## config.mk

```make
export PLATFORM = sky130hd
export DESIGN_NAME = pi_shift_loader
export DESIGN_NICKNAME = d
export VERILOG_FILES = /design/src/rtl/pi_shift_loader_pkg.sv /design/src/rtl/pi_shift_loader_sync_edge.sv /design/src/rtl/pi_shift_loader.sv
export SDC_FILE = /design/constraint.sdc
export NUM_CORES = 1
export LEC_CHECK = 0
export CAP_MARGIN = 20
export CORE_MARGIN = 2
export CORE_UTILIZATION = 47
export CTS_CLUSTER_SIZE = 20
export DETAILED_ROUTE_END_ITERATION = 12
export GPL_TIMING_DRIVEN = 0
export PLACE_DENSITY = 0.77
export SLEW_MARGIN = 20
export SYNTH_ARGS = -nofsm -noshare
export SYNTH_HDL_FRONTEND = slang
export SYNTH_HIERARCHICAL = 1
export SYNTH_SLANG_ARGS = --single-unit
```

## constraint.sdc

```tcl
create_clock -name clk -period 2.1 [get_ports clk]
set_clock_uncertainty 0.1 [all_clocks]
set_input_delay 0.21 -clock clk [delete_from_list [all_inputs] [get_ports clk]]
set_output_delay 0.21 -clock clk [all_outputs]
set_load 0.01 [all_outputs]
```

## src/rtl/pi_shift_loader_pkg.sv

```systemverilog
// Shared constants for the Pi shift loader and its downstream read mux:
// register indices and FSM state encodings.
`ifndef PI_SHIFT_LOADER_PKG_SV
`define PI_SHIFT_LOADER_PKG_SV
package pi_shift_loader_pkg;
  localparam logic [1:0] REG_A = 2'd0;
  localparam logic [1:0] REG_B = 2'd1;
  localparam logic [1:0] REG_C = 2'd2;
  localparam logic [1:0] REG_D = 2'd3;
  localparam int         NUM_REGS  = 4;
  localparam int         BYTE_W    = 8;
  localparam logic [3:0] BCNT_FULL = 4'd8;

  typedef enum logic [1:0] {
    ST_IDLE  = 2'd0,
    ST_SHIFT = 2'd1,
    ST_FULL  = 2'd2
  } state_t;
endpackage
`endif

```

## src/rtl/pi_shift_loader_sync_edge.sv

```systemverilog
// Multi-flop synchronizer plus rising-edge detector for an asynchronous strobe.
module sync_edge #(
  parameter int SYNC_STAGES = 2
) (
  input  logic clk,
  input  logic reset_n,
  input  logic i_async,
  output logic o_rise
);
  logic [SYNC_STAGES-1:0] r_sync;
  logic [SYNC_STAGES-1:0] vld_pipe;
  logic                   r_prev;
  logic                   r_armed;

  // Reset zeros in the chain are not real samples, so the detector only arms
  // once a genuinely sampled low reaches the end; a pin held high across
  // reset release therefore never looks like an edge.
  always_ff @(posedge clk or negedge reset_n) begin
    if (!reset_n) begin
      r_sync   <= '0;
      vld_pipe <= '0;
      r_prev   <= 1'b0;
      r_armed  <= 1'b0;
    end else begin
      r_sync   <= {r_sync[SYNC_STAGES-2:0], i_async};
      vld_pipe <= {vld_pipe[SYNC_STAGES-2:0], 1'b1};
      r_prev   <= r_sync[SYNC_STAGES-1];
      r_armed  <= r_armed | (vld_pipe[SYNC_STAGES-1] & ~r_sync[SYNC_STAGES-1]);
    end
  end

  assign o_rise = r_sync[SYNC_STAGES-1] & ~r_prev & r_armed;
endmodule

```

## src/rtl/pi_shift_loader.sv

```systemverilog
// Serial loader: shifts Pi data MSB first and latches a full byte into one of
// four held registers on a latch-enable rise; short latches set a sticky error.
module pi_shift_loader
  import pi_shift_loader_pkg::*;
#(
  parameter int SYNC_STAGES = 2
) (
  input  logic       clk,
  input  logic       reset_n,
  input  logic       r_clk,
  input  logic       r_sdata,
  input  logic       r_le,
  input  logic [1:0] r_sel,
  output logic [7:0] a,
  output logic [7:0] b,
  output logic [7:0] c,
  output logic [7:0] d,
  output logic       load_stb,
  output logic [1:0] load_sel,
  output logic       err
);
  logic                              w_clk_rise, w_le_rise;
  logic [SYNC_STAGES-1:0]            r_sdata_sync;
  logic [SYNC_STAGES-1:0][1:0]       r_sel_sync;
  logic                              w_sdata_s;
  logic [1:0]                        w_sel_s;

  logic [BYTE_W-1:0]                 r_shift, w_shift_nxt;
  logic [3:0]                        r_bcnt, w_bcnt_nxt;
  state_t                            r_state, w_state_nxt;
  logic [NUM_REGS-1:0][BYTE_W-1:0]   r_regs;
  logic                              r_load_stb, r_load_sel_unused;
  logic [1:0]                        r_load_sel;
  logic                              r_err;
  logic                              w_load, w_err_set;

  sync_edge #(.SYNC_STAGES(SYNC_STAGES)) u_clk_edge (
    .clk(clk), .reset_n(reset_n), .i_async(r_clk), .o_rise(w_clk_rise));
  sync_edge #(.SYNC_STAGES(SYNC_STAGES)) u_le_edge (
    .clk(clk), .reset_n(reset_n), .i_async(r_le), .o_rise(w_le_rise));

  // Same depth as the edge synchronizers so data lines up with its strobe.
  always_ff @(posedge clk or negedge reset_n) begin
    if (!reset_n) begin
      r_sdata_sync <= '0;
      r_sel_sync   <= '0;
    end else begin
      r_sdata_sync <= {r_sdata_sync[SYNC_STAGES-2:0], r_sdata};
      r_sel_sync   <= {r_sel_sync[SYNC_STAGES-2:0], r_sel};
    end
  end

  assign w_sdata_s = r_sdata_sync[SYNC_STAGES-1];
  assign w_sel_s   = r_sel_sync[SYNC_STAGES-1];

  // Shift is applied first, so a latch on the same cycle sees the updated byte.
  always_comb begin
    w_shift_nxt = r_shift;
    w_bcnt_nxt  = r_bcnt;
    w_state_nxt = r_state;
    w_load      = 1'b0;
    w_err_set   = 1'b0;
    if (w_clk_rise) begin
      w_shift_nxt = {r_shift[BYTE_W-2:0], w_sdata_s};
      if (r_bcnt != BCNT_FULL) w_bcnt_nxt = r_bcnt + 4'd1;
      w_state_nxt = (w_bcnt_nxt == BCNT_FULL) ? ST_FULL : ST_SHIFT;
    end
    if (w_le_rise) begin
      w_load      = (w_state_nxt == ST_FULL);
      w_err_set   = ~w_load;
      w_state_nxt = ST_IDLE;
      w_bcnt_nxt  = '0;
    end
  end

  always_ff @(posedge clk or negedge reset_n) begin
    if (!reset_n) begin
      r_shift    <= '0;
      r_bcnt     <= '0;
      r_state    <= ST_IDLE;
      r_regs     <= '0;
      r_load_stb <= 1'b0;
      r_load_sel <= '0;
      r_err      <= 1'b0;
    end else begin
      r_shift    <= w_shift_nxt;
      r_bcnt     <= w_bcnt_nxt;
      r_state    <= w_state_nxt;
      r_load_stb <= w_load;
      r_err      <= r_err | w_err_set;
      if (w_load) begin
        r_regs[w_sel_s] <= w_shift_nxt;
        r_load_sel      <= w_sel_s;
      end
    end
  end

  assign r_load_sel_unused = 1'b0;
  assign a        = r_regs[REG_A];
  assign b        = r_regs[REG_B];
  assign c        = r_regs[REG_C];
  assign d        = r_regs[REG_D];
  assign load_stb = r_load_stb;
  assign load_sel = r_load_sel;
  assign err      = r_err;
endmodule

```

==> summary.md <==
| Metric | Value |
|---|---|
| Detailed Routing Iterations Pass 1 | 4 |
| Clock sinks | 68 |
| Final Max Tran Viols | 0 |
| Total CTS buffers | 9 |
| CTS tree | built |
| Cell taking the most area after synthesis | dfrtp_1 |
| Max Fanout on Critical Path | 8 |
| CP Depth | 9 |
| Slowest stage cell on the critical path | dfrtp_1 |
| Core Region | 5170 um^2 |
| R2r setup slk | -0.17 ns |
| Clock share of power | 40.8% |
| Slew of the pin with the lowest slew margin | approximately 0.54 ns |
| HPWL after detailed placement | between 2 and 3 mm |
| Initial antenna violation count | 0 |
| Reg-to-reg startpoint | r_bcnt[1]$_DFFE_PN0P_ |
| Worst slew margin | ~64% |
| DP Cell Count | between 200 and 300 |
| Synth area leaders | dfrtp_1, mux2_2, nand2_1, nor2_1, o2111ai_4 |
| Post-synth EDFFs | 0 |
| Worst vdd ir | ~0.85 mV |
| Synth async-reset ratio | between 90% and 100% |
| Mean Syn Cell Area | between 15 and 20 um^2 |
| H-tree depth | 3 |
| Crit path to | d[2]$_DFFE_PN0P_ |
| Critical path startpoint | r_bcnt[1]$_DFFE_PN0P_ |
| # setup viols final | 35 |
| Worst Path Required | about 2.2 ns |
| Rows | 26 |
| Worst EP arrival | 2.39 ns |
| # IOs | 43 |
| DRT iter0 DRCs | about 100 |
| Gr usage total | 19.3% |
| Unique masters post-synth | 30 |
| Run status | finished, violations left |
| Routed vias/inst | a little over 5 |
| Synth Net Count | approximately 180 |
| DP Area | just over 3000 um^2 |
| Combinational fraction of design power | 12.4% |
| Drt drc | 0 |
| DIE AREA | ~6000 um^2 |
| Input/output buffers | 42 |
| Switching share of power | 24.7% |
| RR Endpoint | d[2]$_DFFE_PN0P_ |
| Net switching power | approximately 0.77 mW |
| Max Fclk | around 440 MHz |
| Critical Path Start Type | register |
| CP delay by family, top | buffers and inverters |
| Hold Violations, Final | 0 |
| Crit-path max cell delay | just over 0.4 ns |
| GRT overflow | 0 |
| Failing checks | negative setup slack |
| Clk root buf | clkbuf_8 |
| Layout cells sized above 1 | about two fifths |
| Sequential area share after synthesis | between 60% and 70% |
| Area delta synth->final | 43.2% |
| Via count | 1589 |
| Layout Cells excl Fill | approximately 310 |
| Post-route minimum period | around 2.3 ns |
| Die height | between 70 and 80 um |
| Number of global-route vias before repair | roughly 1700 |
| CP endpoint kind | register |
| Skew-Pair Late Insertion Delay | 0.34 ns |
| YS warnings | 6 |
| Total power draw | ~3.1 mW |
| Share of the synthesized area in the top cell type | roughly two thirds |
| CP Class | register to register |
| RSZ-0062 raised after global routing | true |
| Largest net degree at the start of global routing | 56 |
| ANT cells | 0 |
| Gp weighted congestion | about 0.81 |
| Hold crit path type | primary input to async pin |
| Initial Util | 49.5% |
| Period utilization | 108% |
| Clock tree buffer depth | 2 |
| Routed WL per cell | approximately 18 um |
| First-pass GRT wire length | roughly 8.7 mm |
| Synthesized cell area | between 2000 and 3000 um^2 |
| Number of synthesized register bits | between 60 and 70 |
| Post-Synthesis Cells | 166 |
| Final worst-path setup slack | -0.171 ns |
| Main synth FF type | dfrtp_1 |
| Worst path cell trace | inv_2 > ha_4 > nand2_4 > nor4b_4 > o2111ai_4 > buf_6 > a21oi_4 > buf_12 > mux2_4 |
| WHS | roughly 0.18 ns |
| Antenna viol nets, final | 0 |
| Die W | between 70 and 80 um |
| Total length of routed wires | approximately 5.6 mm |
| Design area | about 3700 um^2 |
| Int Pwr | around 2.4 mW |
| Pleak | approximately 1.7 nW |
| Worst path bufs/invs | 3 |
| Clock Pin Slew Worst Setup and Hold Paths | around 0.080 ns |
| MaxCap Viol Count | 0 |
| Nets | 247 |
| PwrDens | approximately 850 nW/um^2 |
| FF-to-FF path depth | 9 |
| Reg power frac | 46.9% |
## state kept, by name, indices dropped and copies added, names as in the netlist, 4 cells and up
name,flops
b,8
d,8
r_shift,8
a,8
c,8
r_bcnt,4
## metal layers
| layer | track usage [%] | wire [um] |
|---|---|---|
| met1 | 24.9 | 2370 |
| met2 | 30.9 | 2870 |
| met3 | 3.14 | 172 |
| met4 | 10.9 | 157 |
| met5 | 0 | 0 |
## timing repair
action                                  in CTS  in global routing
endpoints found under the setup margin      34                 34
setup buffers                               14                  3
resized for setup                           12                 27
pin swaps                                    5                  5
hold buffers                                 1                  0
endpoints found under the hold margin       68                  0
## synthesized netlist by cell type (2+ instances only)
cell,n
a21oi_1,3
nor2_1,8
a21oi_2,3
dfrtp_1,68
nand3_1,2
conb_1,2
ha_1,2
inv_1,6
a21o_1,3
mux2_2,42
nand2_1,8
## worst reg2reg max path, delay by kind of cell (launching register included)
kind,cells,cell delay (ns)
adders and majority gates,1,0.16
AOI/OAI and AO/OA,2,0.37
muxes,1,0.31
DFF,1,0.41
buffers and inverters,3,0.41
and+or+nand+nor,2,0.38
## through the flow
stage               utilization, %  worst slack [ns]  TNS, ns
floorplan                        -            -0.150    -3.13
global placement              59.5             -1.47  -113.61
detailed placement            60.0            -0.464   -14.07
CTS                           68.7            -0.125    -3.53
global route                  70.9            -0.256    -7.83
finish                        70.9            -0.171    -5.19
## cell type report
type	count	area (um^2)
plain buffers	3	13.8
clock buffers	9	124
clock inverters	7	115
fillers	329	1500
inverters	6	25.0
multi-input cells	89	965
flip-flops and latches	68	1700
well taps	70	87.6
repair buffers	61	636
## cell families (layout without fill, tap and decap cells)
| family | after synthesis | in the layout | share of synthesized area (%) |
|---|---|---|---|
| buf+inv | 9 | 86 | 1.37 |
| compound gates | 15 | 15 | 5.81 |
| fa+ha+maj | 2 | 2 | 0.976 |
| flops | 68 | 68 | 66.4 |
| other cells | 2 | 2 | 0.293 |
| xor+xnor | 3 | 3 | 1.32 |
| mux | 43 | 43 | 18.8 |
| simple gates | 24 | 24 | 4.98 |
## cell usage in the layout (no fill, tap or decap), types with 2 or more instances in the layout
| master | instances |
|---|---|
| dfrtp_1 | 66 |
| clkdlybuf4s50_1 | 41 |
| mux2_4 | 22 |
| mux2_2 | 20 |
| buf_4 | 11 |
| clkbuf_8 | 9 |
| nor2_1 | 8 |
| nand2_1 | 6 |
| inv_1 | 4 |
| buf_6 | 4 |
| a21oi_1 | 3 |
| a21o_1 | 3 |
| a21oi_4 | 3 |
| bufinv_16 | 3 |
| buf_12 | 3 |
| nand3_1 | 2 |
| clkinv_2 | 2 |
| clkinvlp_4 | 2 |
| dfrtp_2 | 2 |
| conb_1 | 2 |
## power by group through the flow
stage / logic [mW] / clock network [mW] / registers, mW
floorplan: 0.194 / 0 / 1.47
global placement: 0.273 / 0 / 1.48
detailed placement: 0.285 / 0 / 1.49
CTS: 0.337 / 1.29 / 1.46
global route: 0.424 / 1.36 / 1.48
finish: 0.388 / 1.28 / 1.47
## worst min-delay path by stage
stage / start / to / cells past startpoint
2_1_floorplan: reset_n / a[0]$_DFFE_PN0P_ / 0
3_3_place_gp: u_clk_edge/vld_pipe[0]$_DFF_PN0_ / u_clk_edge/vld_pipe[1]$_DFF_PN0_ / 0
3_5_place_dp: reset_n / u_clk_edge/r_sync[1]$_DFF_PN0_ / 1
4_1_cts: reset_n / d[7]$_DFFE_PN0P_ / 2
5_1_grt: reset_n / b[7]$_DFFE_PN0P_ / 2
6_report: reset_n / d[7]$_DFFE_PN0P_ / 2
Note: power is estimated with default switching activity, not from simulation.
==> variant: new RTL, config.mk and constraints unchanged <==
Re-encode `state_t` (3 states) as one-hot, 3 bits wide.
--- a/src/rtl/pi_shift_loader_pkg.sv
+++ b/src/rtl/pi_shift_loader_pkg.sv
@@ -12,8 +12,8 @@
   localparam logic [3:0] BCNT_FULL = 4'd8;
 
-  typedef enum logic [1:0] {
-    ST_IDLE  = 2'd0,
-    ST_SHIFT = 2'd1,
-    ST_FULL  = 2'd2
+  typedef enum logic [2:0] {
+    ST_IDLE  = 3'b001,
+    ST_SHIFT = 3'b010,
+    ST_FULL  = 3'b100
   } state_t;
 endpackage
Formal check against the unedited RTL: same outputs for any inputs over 10 cycles, from zero or initial values and one cycle with reset_n low; not proved beyond that.
==> variant against the original RTL <==
  * The flow still finishes with violations (negative setup slack)
  * Area after synthesis increased by 1.9%
  * Non-clock buffer count rose by 10
  * Routed wire length rose by 16%
  * Largest cell class unchanged
  * Design area up 2.9%
  * Worst setup slack got worse by 59 ps
  * Hold slack worse by 55 ps
  * Sequential cell count increased by 1
Power is not compared: it rests on default switching activity, and its combinational part moved more than twofold at a synthesized area within 25%.
==> variant: results (changes against the original RTL) <==
synth:
  syn_nets: 195  # +11%
  synth.distinct_cells: 37  # +23%
  yosysSeqAreaShare_pct: 66.2  # -0.23 points
  yosysWarnings: 6  # unchanged
  synth_area_leaders: "dfrtp_1, o32a_1, mux2_2"
  yosys-top-cells-count: "dfrtp_1, o32a_1, inv_1, mux2_2, nor2_1"
worst_setup_path:
  endpoint: "d[5]"
  critical-path-top-delay-family: "compound AO/OA/AOI/OAI gates"
  critPathArrivalTime_ps: 2460  # +70 ps
  crit_start: "r_bcnt[0]"
  r2r_cells: 8  # -1
final_layout:
  diodes: 0  # unchanged
  num-fill-cells: 334  # +1.5%
  drive_gt1_share_pct: 34.3  # -5.6 points
  num-nets-final: 272  # +10%
routing:
  wl_met1_um: 2650  # +11%
  routed-wl-met2_um: 3230  # +13%
  drtIter0Drc: 111  # +6.7%
  wl_per_cell_um: 18.9  # +6.4%
  met3_length_um: 376  # +120%
  via_per_inst: 5.33  # +4.9%
  first_pass_iters: 5  # +1
clock_tree:
  ctsResizeCount: 32  # +20
  cts_setup_buffers: 11  # -3
  clk_pin_slew_ps: 80  # about the same
  cts.path.max_buffers: 2  # unchanged
run_status:
  outcome: "complete, but fails checks"
  violations: "negative setup slack"
grt:
  use_met2_pct: 29.7  # -1.2 points
  grtUsageMet3_pct: 5.06  # +1.9 points
  grt_pass1_wl_um: 9000  # +3.6%
  grt_max_degree: 62  # +11%
  grt_pass1_vias: 1791  # +5.1%
  met1_usage_pct: 24.7  # -0.15 points
  track_usage_pct: 19.3  # -0.022 points
placed_design:
  hpwl_um: 3410  # +15%
  routabilityCongestion: 0.748  # -7.8%
  dpl_cell_area_um2: 3160  # +1.7%
timing:
  postLayoutSetupSlackWorst_ps: -229  # -58.7 ps
  finalSetupViolations: 32  # -8.6%
==> variant: changes by cell type after synthesis, moves of 3 or more <==
| cell | unedited run | this run |
|---|---|---|
| a21oi_2 | 3 | 0 |
| a2bb2oi_1 | 0 | 8 |
| nor3_2 | 0 | 3 |
| or2_2 | 0 | 7 |
| inv_1 | 6 | 13 |
| mux2_2 | 42 | 11 |
| o32a_1 | 0 | 15 |
| o22a_1 | 0 | 7 |
| clkbuf_1 | 1 | 5 |
==> variant: power by group through the flow <==
stage	Sequential [mW]	Combinational (mW)	Clock [mW]
2_1_floorplan	1.80	0.404	0
3_3_place_gp	1.74	0.909	0
3_5_place_dp	1.75	0.930	0
4_1_cts	1.73	1.06	1.29
5_1_grt	1.78	1.25	1.36
6_report	1.75	1.17	1.30
==> variant: metrics by stage <==
step	setup WS [ps]	std cells	TNS, ps	hold slack (ps)	power (mW)
2_1_floorplan	-62.9	186	-75.1	-186	2.20
3_3_place_gp	-1470	300	-108730	231	2.65
3_5_place_dp	-462	301	-11150	-47.3	2.68
4_1_cts	-265	330	-4450	130	4.08
5_1_grt	-298	340	-6080	145	4.38
6_report	-229	340	-2960	121	4.22
==> variant: layout make-up <==
cell class | instances | area, um2 | area share, %
sequential | 69 | 1730 | 45.8
multi-input combinational | 96 | 926 | 24.5
timing repair buffer | 66 | 668 | 17.7
clock buffer | 10 | 128 | 3.38
clock inverter | 6 | 111 | 2.95
tap | 72 | 90.1 | 2.39
buffer | 8 | 73.8 | 1.96
inverter | 13 | 48.8 | 1.29
==> variant: cell families after synthesis <==
logic type | count (synthesis) | share of synthesized area [%]
flops | 69 | 66.2
fa+ha+maj | 2 | 0.958
compound gates | 41 | 14.3
mux | 12 | 5.13
other cells | 2 | 0.288
xor+xnor | 3 | 1.01
simple gates | 36 | 8.86
buf+inv | 21 | 3.26
